[src/rtl/dac_spi_tx_if.sv]
// Sample-in / SPI-out bundle for dac_spi_tx. The generator side uses master and the
// transmitter uses slave.
interface dac_spi_tx_if;
  logic [7:0] dat;
  logic       valid;
  logic       ready;
  logic       busy;
  logic       frame_done;
  logic       sclk;
  logic       mosi;
  logic       cs_n;

  modport master (
    output dat, valid,
    input  ready, busy, frame_done, sclk, mosi, cs_n
  );

  modport slave (
    input  dat, valid,
    output ready, busy, frame_done, sclk, mosi, cs_n
  );
endinterface

[src/rtl/dac_spi_tx.sv]
// 16-bit SPI mode-0 transmitter for an 8-bit serial DAC with a one-entry latest-wins holding
// register. Optional DAC_SPI_TX_CHANGE_ONLY_EN suppresses frames that repeat the last sample sent.
module dac_spi_tx #(
  parameter int unsigned CLKDIV = 4,
  parameter logic [3:0]  CMD    = 4'b0000
) (
  input logic          clk,
  input logic          rst_n,
  dac_spi_tx_if.slave  bus
);

  typedef enum logic [2:0] {StIdle, StShiftLo, StShiftHi, StHold, StGap} state_e;

  localparam logic [7:0] DivLast = 8'(CLKDIV - 1);

  state_e      state_q, state_d;
  logic [7:0]  div_q, div_d;
  logic [3:0]  bit_q, bit_d;
  logic [15:0] shift_q, shift_d;
  logic [7:0]  held_q, held_d;
  logic        pending_q, pending_d;
  logic        sclk_q, sclk_d;
  logic        mosi_q, mosi_d;
  logic        cs_n_q, cs_n_d;
  logic        frame_done_q, frame_done_d;
  logic        div_done;
  logic        start;
`ifdef DAC_SPI_TX_CHANGE_ONLY_EN
  logic [7:0]  last_q, last_d;
`endif

  assign div_done = (div_q == DivLast);

`ifdef DAC_SPI_TX_CHANGE_ONLY_EN
  assign start = (state_q == StIdle) && pending_q && (held_q != last_q);
`else
  assign start = (state_q == StIdle) && pending_q;
`endif

  always_comb begin
    state_d      = state_q;
    div_d        = div_q;
    bit_d        = bit_q;
    shift_d      = shift_q;
    held_d       = held_q;
    pending_d    = pending_q;
    frame_done_d = 1'b0;
`ifdef DAC_SPI_TX_CHANGE_ONLY_EN
    last_d       = last_q;
    if (start) last_d = held_q;
`endif

    if (bus.valid) begin
      held_d    = bus.dat;
      pending_d = 1'b1;
    end

    unique case (state_q)
      StIdle: begin
        div_d = '0;
        // A strobe arriving while the held sample is consumed stays pending.
        if (pending_q) pending_d = bus.valid;
        if (start) begin
          shift_d = {CMD, held_q, 4'b0000};
          bit_d   = 4'd15;
          state_d = StShiftLo;
        end
      end
      StShiftLo: begin
        div_d = div_q + 8'd1;
        if (div_done) begin
          div_d   = '0;
          state_d = StShiftHi;
        end
      end
      StShiftHi: begin
        div_d = div_q + 8'd1;
        if (div_done) begin
          div_d = '0;
          if (bit_q != 4'd0) begin
            bit_d   = bit_q - 4'd1;
            shift_d = {shift_q[14:0], 1'b0};
            state_d = StShiftLo;
          end else begin
            state_d = StHold;
          end
        end
      end
      StHold: begin
        div_d = div_q + 8'd1;
        if (div_done) begin
          div_d        = '0;
          frame_done_d = 1'b1;
          state_d      = StGap;
        end
      end
      StGap: begin
        div_d = div_q + 8'd1;
        if (div_done) begin
          div_d   = '0;
          state_d = StIdle;
        end
      end
      default: state_d = StIdle;
    endcase

    // Pin outputs are registered copies of the next state so they never glitch.
    sclk_d = (state_d == StShiftHi);
    cs_n_d = !((state_d == StShiftLo) || (state_d == StShiftHi) || (state_d == StHold));
    mosi_d = cs_n_d ? 1'b0 : shift_d[15];
  end

  always_ff @(posedge clk or negedge rst_n) begin
    if (!rst_n) begin
      state_q      <= StIdle;
      div_q        <= '0;
      bit_q        <= '0;
      shift_q      <= '0;
      held_q       <= '0;
      pending_q    <= 1'b0;
      sclk_q       <= 1'b0;
      mosi_q       <= 1'b0;
      cs_n_q       <= 1'b1;
      frame_done_q <= 1'b0;
`ifdef DAC_SPI_TX_CHANGE_ONLY_EN
      last_q       <= 8'h80;
`endif
    end else begin
      state_q      <= state_d;
      div_q        <= div_d;
      bit_q        <= bit_d;
      shift_q      <= shift_d;
      held_q       <= held_d;
      pending_q    <= pending_d;
      sclk_q       <= sclk_d;
      mosi_q       <= mosi_d;
      cs_n_q       <= cs_n_d;
      frame_done_q <= frame_done_d;
`ifdef DAC_SPI_TX_CHANGE_ONLY_EN
      last_q       <= last_d;
`endif
    end
  end

  assign bus.ready      = !pending_q;
  assign bus.busy       = (state_q != StIdle);
  assign bus.frame_done = frame_done_q;
  assign bus.sclk       = sclk_q;
  assign bus.mosi       = mosi_q;
  assign bus.cs_n       = cs_n_q;

endmodule
[src/flat_wrapper.sv]
// flat-port wrapper written by rule: the top's interface ports become plain ports
module dac_spi_tx_flat 
#(
  parameter int unsigned CLKDIV = 4,
  parameter logic [3:0]  CMD    = 4'b0000
)
  (clk, rst_n, bus_dat, bus_valid, bus_ready, bus_busy, bus_frame_done, bus_sclk, bus_mosi, bus_cs_n);
  dac_spi_tx_if bus_i ();
  input logic clk;
  input logic rst_n;
  input wire logic [$bits(bus_i.dat)-1:0] bus_dat;
  input wire logic [$bits(bus_i.valid)-1:0] bus_valid;
  output wire logic [$bits(bus_i.ready)-1:0] bus_ready;
  output wire logic [$bits(bus_i.busy)-1:0] bus_busy;
  output wire logic [$bits(bus_i.frame_done)-1:0] bus_frame_done;
  output wire logic [$bits(bus_i.sclk)-1:0] bus_sclk;
  output wire logic [$bits(bus_i.mosi)-1:0] bus_mosi;
  output wire logic [$bits(bus_i.cs_n)-1:0] bus_cs_n;
  assign bus_i.dat = bus_dat;
  assign bus_i.valid = bus_valid;
  assign bus_ready = bus_i.ready;
  assign bus_busy = bus_i.busy;
  assign bus_frame_done = bus_i.frame_done;
  assign bus_sclk = bus_i.sclk;
  assign bus_mosi = bus_i.mosi;
  assign bus_cs_n = bus_i.cs_n;
  dac_spi_tx #(.CLKDIV(CLKDIV), .CMD(CMD)) u_core (.clk(clk), .rst_n(rst_n), .bus(bus_i));
endmodule
[config.mk]
export PLATFORM = sky130hd
export DESIGN_NAME = dac_spi_tx_flat
export DESIGN_NICKNAME = d
export VERILOG_FILES = /design/src/rtl/dac_spi_tx_if.sv /design/src/rtl/dac_spi_tx.sv /design/src/flat_wrapper.sv
export SDC_FILE = /design/constraint.sdc
export NUM_CORES = 1
export LEC_CHECK = 0
export ABC_AREA = 1
export CAP_MARGIN = 20
export CORE_MARGIN = 4
export CORE_UTILIZATION = 55
export DETAILED_ROUTE_END_ITERATION = 10
export HOLD_SLACK_MARGIN = 0.1
export PLACE_DENSITY = 0.86
export SKIP_LAST_GASP = 1
export SYNTH_ARGS = -nofsm -noshare
export SYNTH_HDL_FRONTEND = slang
export SYNTH_SLANG_ARGS = --single-unit
[constraint.sdc]
create_clock -name clk -period 1.55 [get_ports clk]
set_input_delay 0.31 -clock clk [delete_from_list [all_inputs] [get_ports clk]]
set_output_delay 0.31 -clock clk [all_outputs]
set_load 0.02 [all_outputs]
==> results <==
- Measured along the x axis, the die boundary spans 69.1 um.
- The reg-to-reg startpoint is u_core.state_q[0].
- TritonCTS built the clock tree.
- The slowest stage of the critical path belongs to the cell sky130_fd_sc_hd__dfrtp_1.
- In this design, the stage delay of the slowest critical-path cell is 0.43 ns.
- The effective utilization at floorplan is 0.592.
- For hold timing, the worst endpoint is u_core.shift_q[10].
- The final routed wirelength across all metal layers is just over 5000 um.
- The leakage power total is 0.00128 uW.
- The fraction of post-synthesis cell area in the top cell type by area is 0.512.
- The combinational fraction of design power is 0.418.
- The TritonCTS buffer count is 5.
- The number of antenna diodes is 0.
- The most common cell after layout, fill and taps aside is sky130_fd_sc_hd__nand2_1.
- The fraction of final layout cells sized beyond drive strength 1 is 0.283.
- In the finished design, the share of the clock period the worst path needs comes to 0.995.
- The number of global-route vias before repair was 1724.
- The number of storage elements in the synthesis netlist is 43.
- The cell-internal power is 2430 uW.
- The worst hold path passes through 2 cells.
- Setup violations remaining at the end of the flow were counted as 0.
- From synthesis to final layout, the design area changed by 24.7%.
- The number of enable flip-flop cells after synthesis is 0.
- The via count normalized by instance count is 5.51.
- Along the worst path, the maximum fanout reaches 3.
- Of the total power, registers draw 0.397.
- Based on the critical path, the design can be clocked at up to approximately 650 MHz.
- Dividing the detail-routed wire length by the instance count gives 16.1 um.
- The placed instances occupy a cell area of 2360 sq um.
- The required time at the endpoint of the critical path is 1.78 ns.
- With fillers left out, the area of the finished cells amounts to 2560 sq um.
- For this design, the sink count on the clock tree is 43.
- The maximum resistive drop on vdd is roughly 1.5 mV.
- From bottom edge to top edge, the die measures 69.1 um.
- The biggest area contributor in the post-synthesis netlist is sky130_fd_sc_hd__dfrtp_1.
- The tightest min-delay check is of the reg2reg type.
- The number of hold-slack violations in the final timing report is 0.
- The buffer depth of the longest clock path is 2.
- The pin count of the biggest net entering global routing is 21.
- The gate family responsible for the most delay along the worst path is simple AND/OR/NAND/NOR gates.
- The post-synthesis sequential area ratio is 0.525.
- Counting cells, the worst reg-to-reg path comes to 7.
- The number of H-tree levels is 2.
- The total DRC errors in the routed layout is 0.
- The launch point of the worst path is u_core.state_q[0].
- The clock latency at the later pin of the worst-skew pair is about 0.3 ns.
- The remaining antenna violation count is 0.
- In this run the power spent charging and discharging nets is 1570 uW.
- The count of yosys warnings during synthesis is 0.
- Counting every instance in the synthesized netlist gives 225.
- Before antenna repair, the detailed router went through 4 iterations.
- The worst-case headroom to the max-slew limit is 0.659.
- For this design the ratio of total power to cell area is roughly 1600 nW/um^2.
- The number of antenna violations at the first check in global routing was 0.
- Of the total power, the share spent switching nets is 0.393.
- The synthesized area divided by synthesized cell count is 9.12 sq um.
- The floorplan step defined a die boundary enclosing 4770 sq um.
- The via count is 1737.
- The fraction of the core area covered by cells at the end of the flow is 0.738.
- Across the run, the number of max-cap violations was 0.
- The number of filler instances in the final layout is ~230.
- The clock edge transition at the registers on the reported setup and hold paths is 0.08 ns.
- In this run the count of I/O pins placed on the die edge is 17.
- The row count is 21.
- The final sum of negative setup slack is 0 ns.
- The startpoint of the worst hold path is u_core.shift_q[10].
- Of all flip-flops after synthesis, the portion carrying an async set or reset was 1.00.
- By area the synthesized netlist is led by sky130_fd_sc_hd__dfrtp_1 51%, sky130_fd_sc_hd__nand2_1 12%, sky130_fd_sc_hd__mux2_2 4.4%.
- The final worst clock skew is 0.00857 ns.
- In this run the critical register-to-register path is captured at u_core.bus.sclk.
- Across all register-to-register paths, the minimum setup slack is approximately 0.0083 ns.
- Leaving out fill and tap cells, the most frequent cells in the layout are 65 x sky130_fd_sc_hd__nand2_1, 37 x sky130_fd_sc_hd__dfrtp_1, 20 x sky130_fd_sc_hd__buf_4.
- The number of nets in the synthesized netlist is 239.
- The category of the worst setup path capture point is a register.
- The root buffer cell chosen for the clock tree is sky130_fd_sc_hd__clkbuf_8.
- The total overflow left after global routing is 0.
- Subtracting the final worst setup slack from the clock period gives 1.54 ns.
- Hold is met by 0.489 ns.
- The area of the core is 3470 sq um.
- For this run, the total global-route usage over all layers was measured as 0.213.
- At the pin with the least slew margin, the transition time is slightly above 0.5 ns.
- The distinct cell type count of the synthesized netlist is 32.
- The first routing iteration left 120 violations.
- The wire length of the first global-routing pass is 8160 um.
- The critical path is of the reg2reg type.
- The half-perimeter wire length of the detailed placement result is about 3300 um.
- The combined buffer and inverter count along the critical path is 2.
- Overall power consumption after layout is estimated at 4000 uW.
- Input and output buffers added on the ports amount to 16.
- Among all flip-flop cells after synthesis, the most frequent one is sky130_fd_sc_hd__dfrtp_1.
- The flow ran to the end, and the final reports show no timing, DRC or antenna violations.
- The share of total power dissipated in the clock network is 0.185.
- In the final design database the tool counted 282 nets.
- The critical path goes through inv_1 > nor2_1 > inv_1 > nor2_1 > nand2_1 > nand3_2 > nor2b_2.
- The weighted congestion at the end of routability-driven global placement is 0.841.
- For the worst setup path, the data arrival time is 1.77 ns.
- The worst setup path is launched from a register.
- The synthesized netlist occupies a cell area of 2050 sq um.
- The total count of max-transition violations in the final report was 0.
repair_timing:
item	CTS	global route
pin swaps	0	3
gates resized for setup	4	17
hold buffers	1	0
hold endpoints to repair	17	0
endpoints found under the setup margin	4	33
setup buffers	0	8
sequential cells by signal (all words and copies together) (netlist names):
signal	cells
u_core.shift_q	15
u_core.div_q	8
u_core.held_q	8
u_core.bit_q	4
u_core.state_q	3
u_core.bus.cs_n	1
u_core.bus.frame_done	1
u_core.bus.mosi	1
u_core.bus.sclk	1
u_core.pending_q	1
tightest hold or removal path: stages, from the launching register on:
cell                      delay (ns)
sky130_fd_sc_hd__dfrtp_1        0.35
sky130_fd_sc_hd__nand2_1        0.06
sky130_fd_sc_hd__nand3_1        0.05
Yosys cell counts (2+ instances only):
| cell | instances |
|---|---|
| sky130_fd_sc_hd__nand3_2 | 2 |
| sky130_fd_sc_hd__o22ai_1 | 5 |
| sky130_fd_sc_hd__nand2_2 | 3 |
| sky130_fd_sc_hd__xor2_1 | 2 |
| sky130_fd_sc_hd__nor2_2 | 5 |
| sky130_fd_sc_hd__nand3_1 | 16 |
| sky130_fd_sc_hd__nor2_4 | 4 |
| sky130_fd_sc_hd__ha_1 | 3 |
| sky130_fd_sc_hd__a21oi_2 | 3 |
| sky130_fd_sc_hd__o21bai_1 | 2 |
| sky130_fd_sc_hd__mux2_2 | 8 |
| sky130_fd_sc_hd__nor2_1 | 13 |
| sky130_fd_sc_hd__inv_1 | 16 |
| sky130_fd_sc_hd__a21oi_1 | 2 |
| sky130_fd_sc_hd__nand2_1 | 68 |
| sky130_fd_sc_hd__inv_2 | 5 |
| sky130_fd_sc_hd__dfrtp_1 | 42 |
| sky130_fd_sc_hd__xnor2_1 | 3 |
| sky130_fd_sc_hd__o21ai_0 | 10 |
logic make-up (layout without fill, tap and decap cells):
family                     Yosys count  after routing  share of synthesized area
AOI/OAI and AO/OA                   25             25                     0.0756
adders and majority gates            3              3                     0.0183
buffers and inverters               25             69                     0.0518
and+or+nand+nor                    116            116                      0.264
muxes                                8              8                     0.0439
xor gates and xnor gates             5              5                     0.0213
DFF                                 43             43                      0.525
final cells by class:
type                       count  area [sq um]  area share
clock buffer                   7          86.3      0.0337
clock inverter                 1          5.00     0.00196
inverter                      22          83.8      0.0328
multi-input combinational    157           900       0.352
sequential                    43          1080       0.423
tap                           46          57.6      0.0225
timing repair buffer          39           343       0.134
routing by layer:
metal	vias up	GRT usage	part of all wire
met4	0	0.0954	0.029
li1	808	-	-
met5	-	0	0
met2	81	0.339	0.50
met1	832	0.270	0.40
met3	16	0.0581	0.067
worst max-delay path by stage:
stage	end	cells after the start	slack, ns
2_1_floorplan	u_core.shift_q[10]	9	0.12
3_3_place_gp	u_core.held_q[3]	2	0.06
3_5_place_dp	u_core.held_q[7]	2	0.02
4_1_cts	bus_busy	3	-0.04
5_1_grt	u_core.shift_q[9]	9	-0.03
6_report	u_core.bus.sclk	7	0.008
power groups by stage:
stage / Clock (uW) / Sequential, uW / Combinational, uW
final: 738 / 1590 / 1670
after global routing: 791 / 1620 / 1840
after global placement: 0 / 1570 / 1430
after CTS: 732 / 1560 / 1520
after floorplan: 0 / 1580 / 964
after detailed placement: 0 / 1580 / 1520
stage by stage:
stage          instances  setup slack (ns)
3_3_place_gp         298            0.0554
3_5_place_dp         298            0.0176
5_1_grt              315           -0.0326
6_report             315           0.00832
4_1_cts              307           -0.0377
2_1_floorplan        225             0.116
No activity file was read; power rests on OpenSTA's default activity.
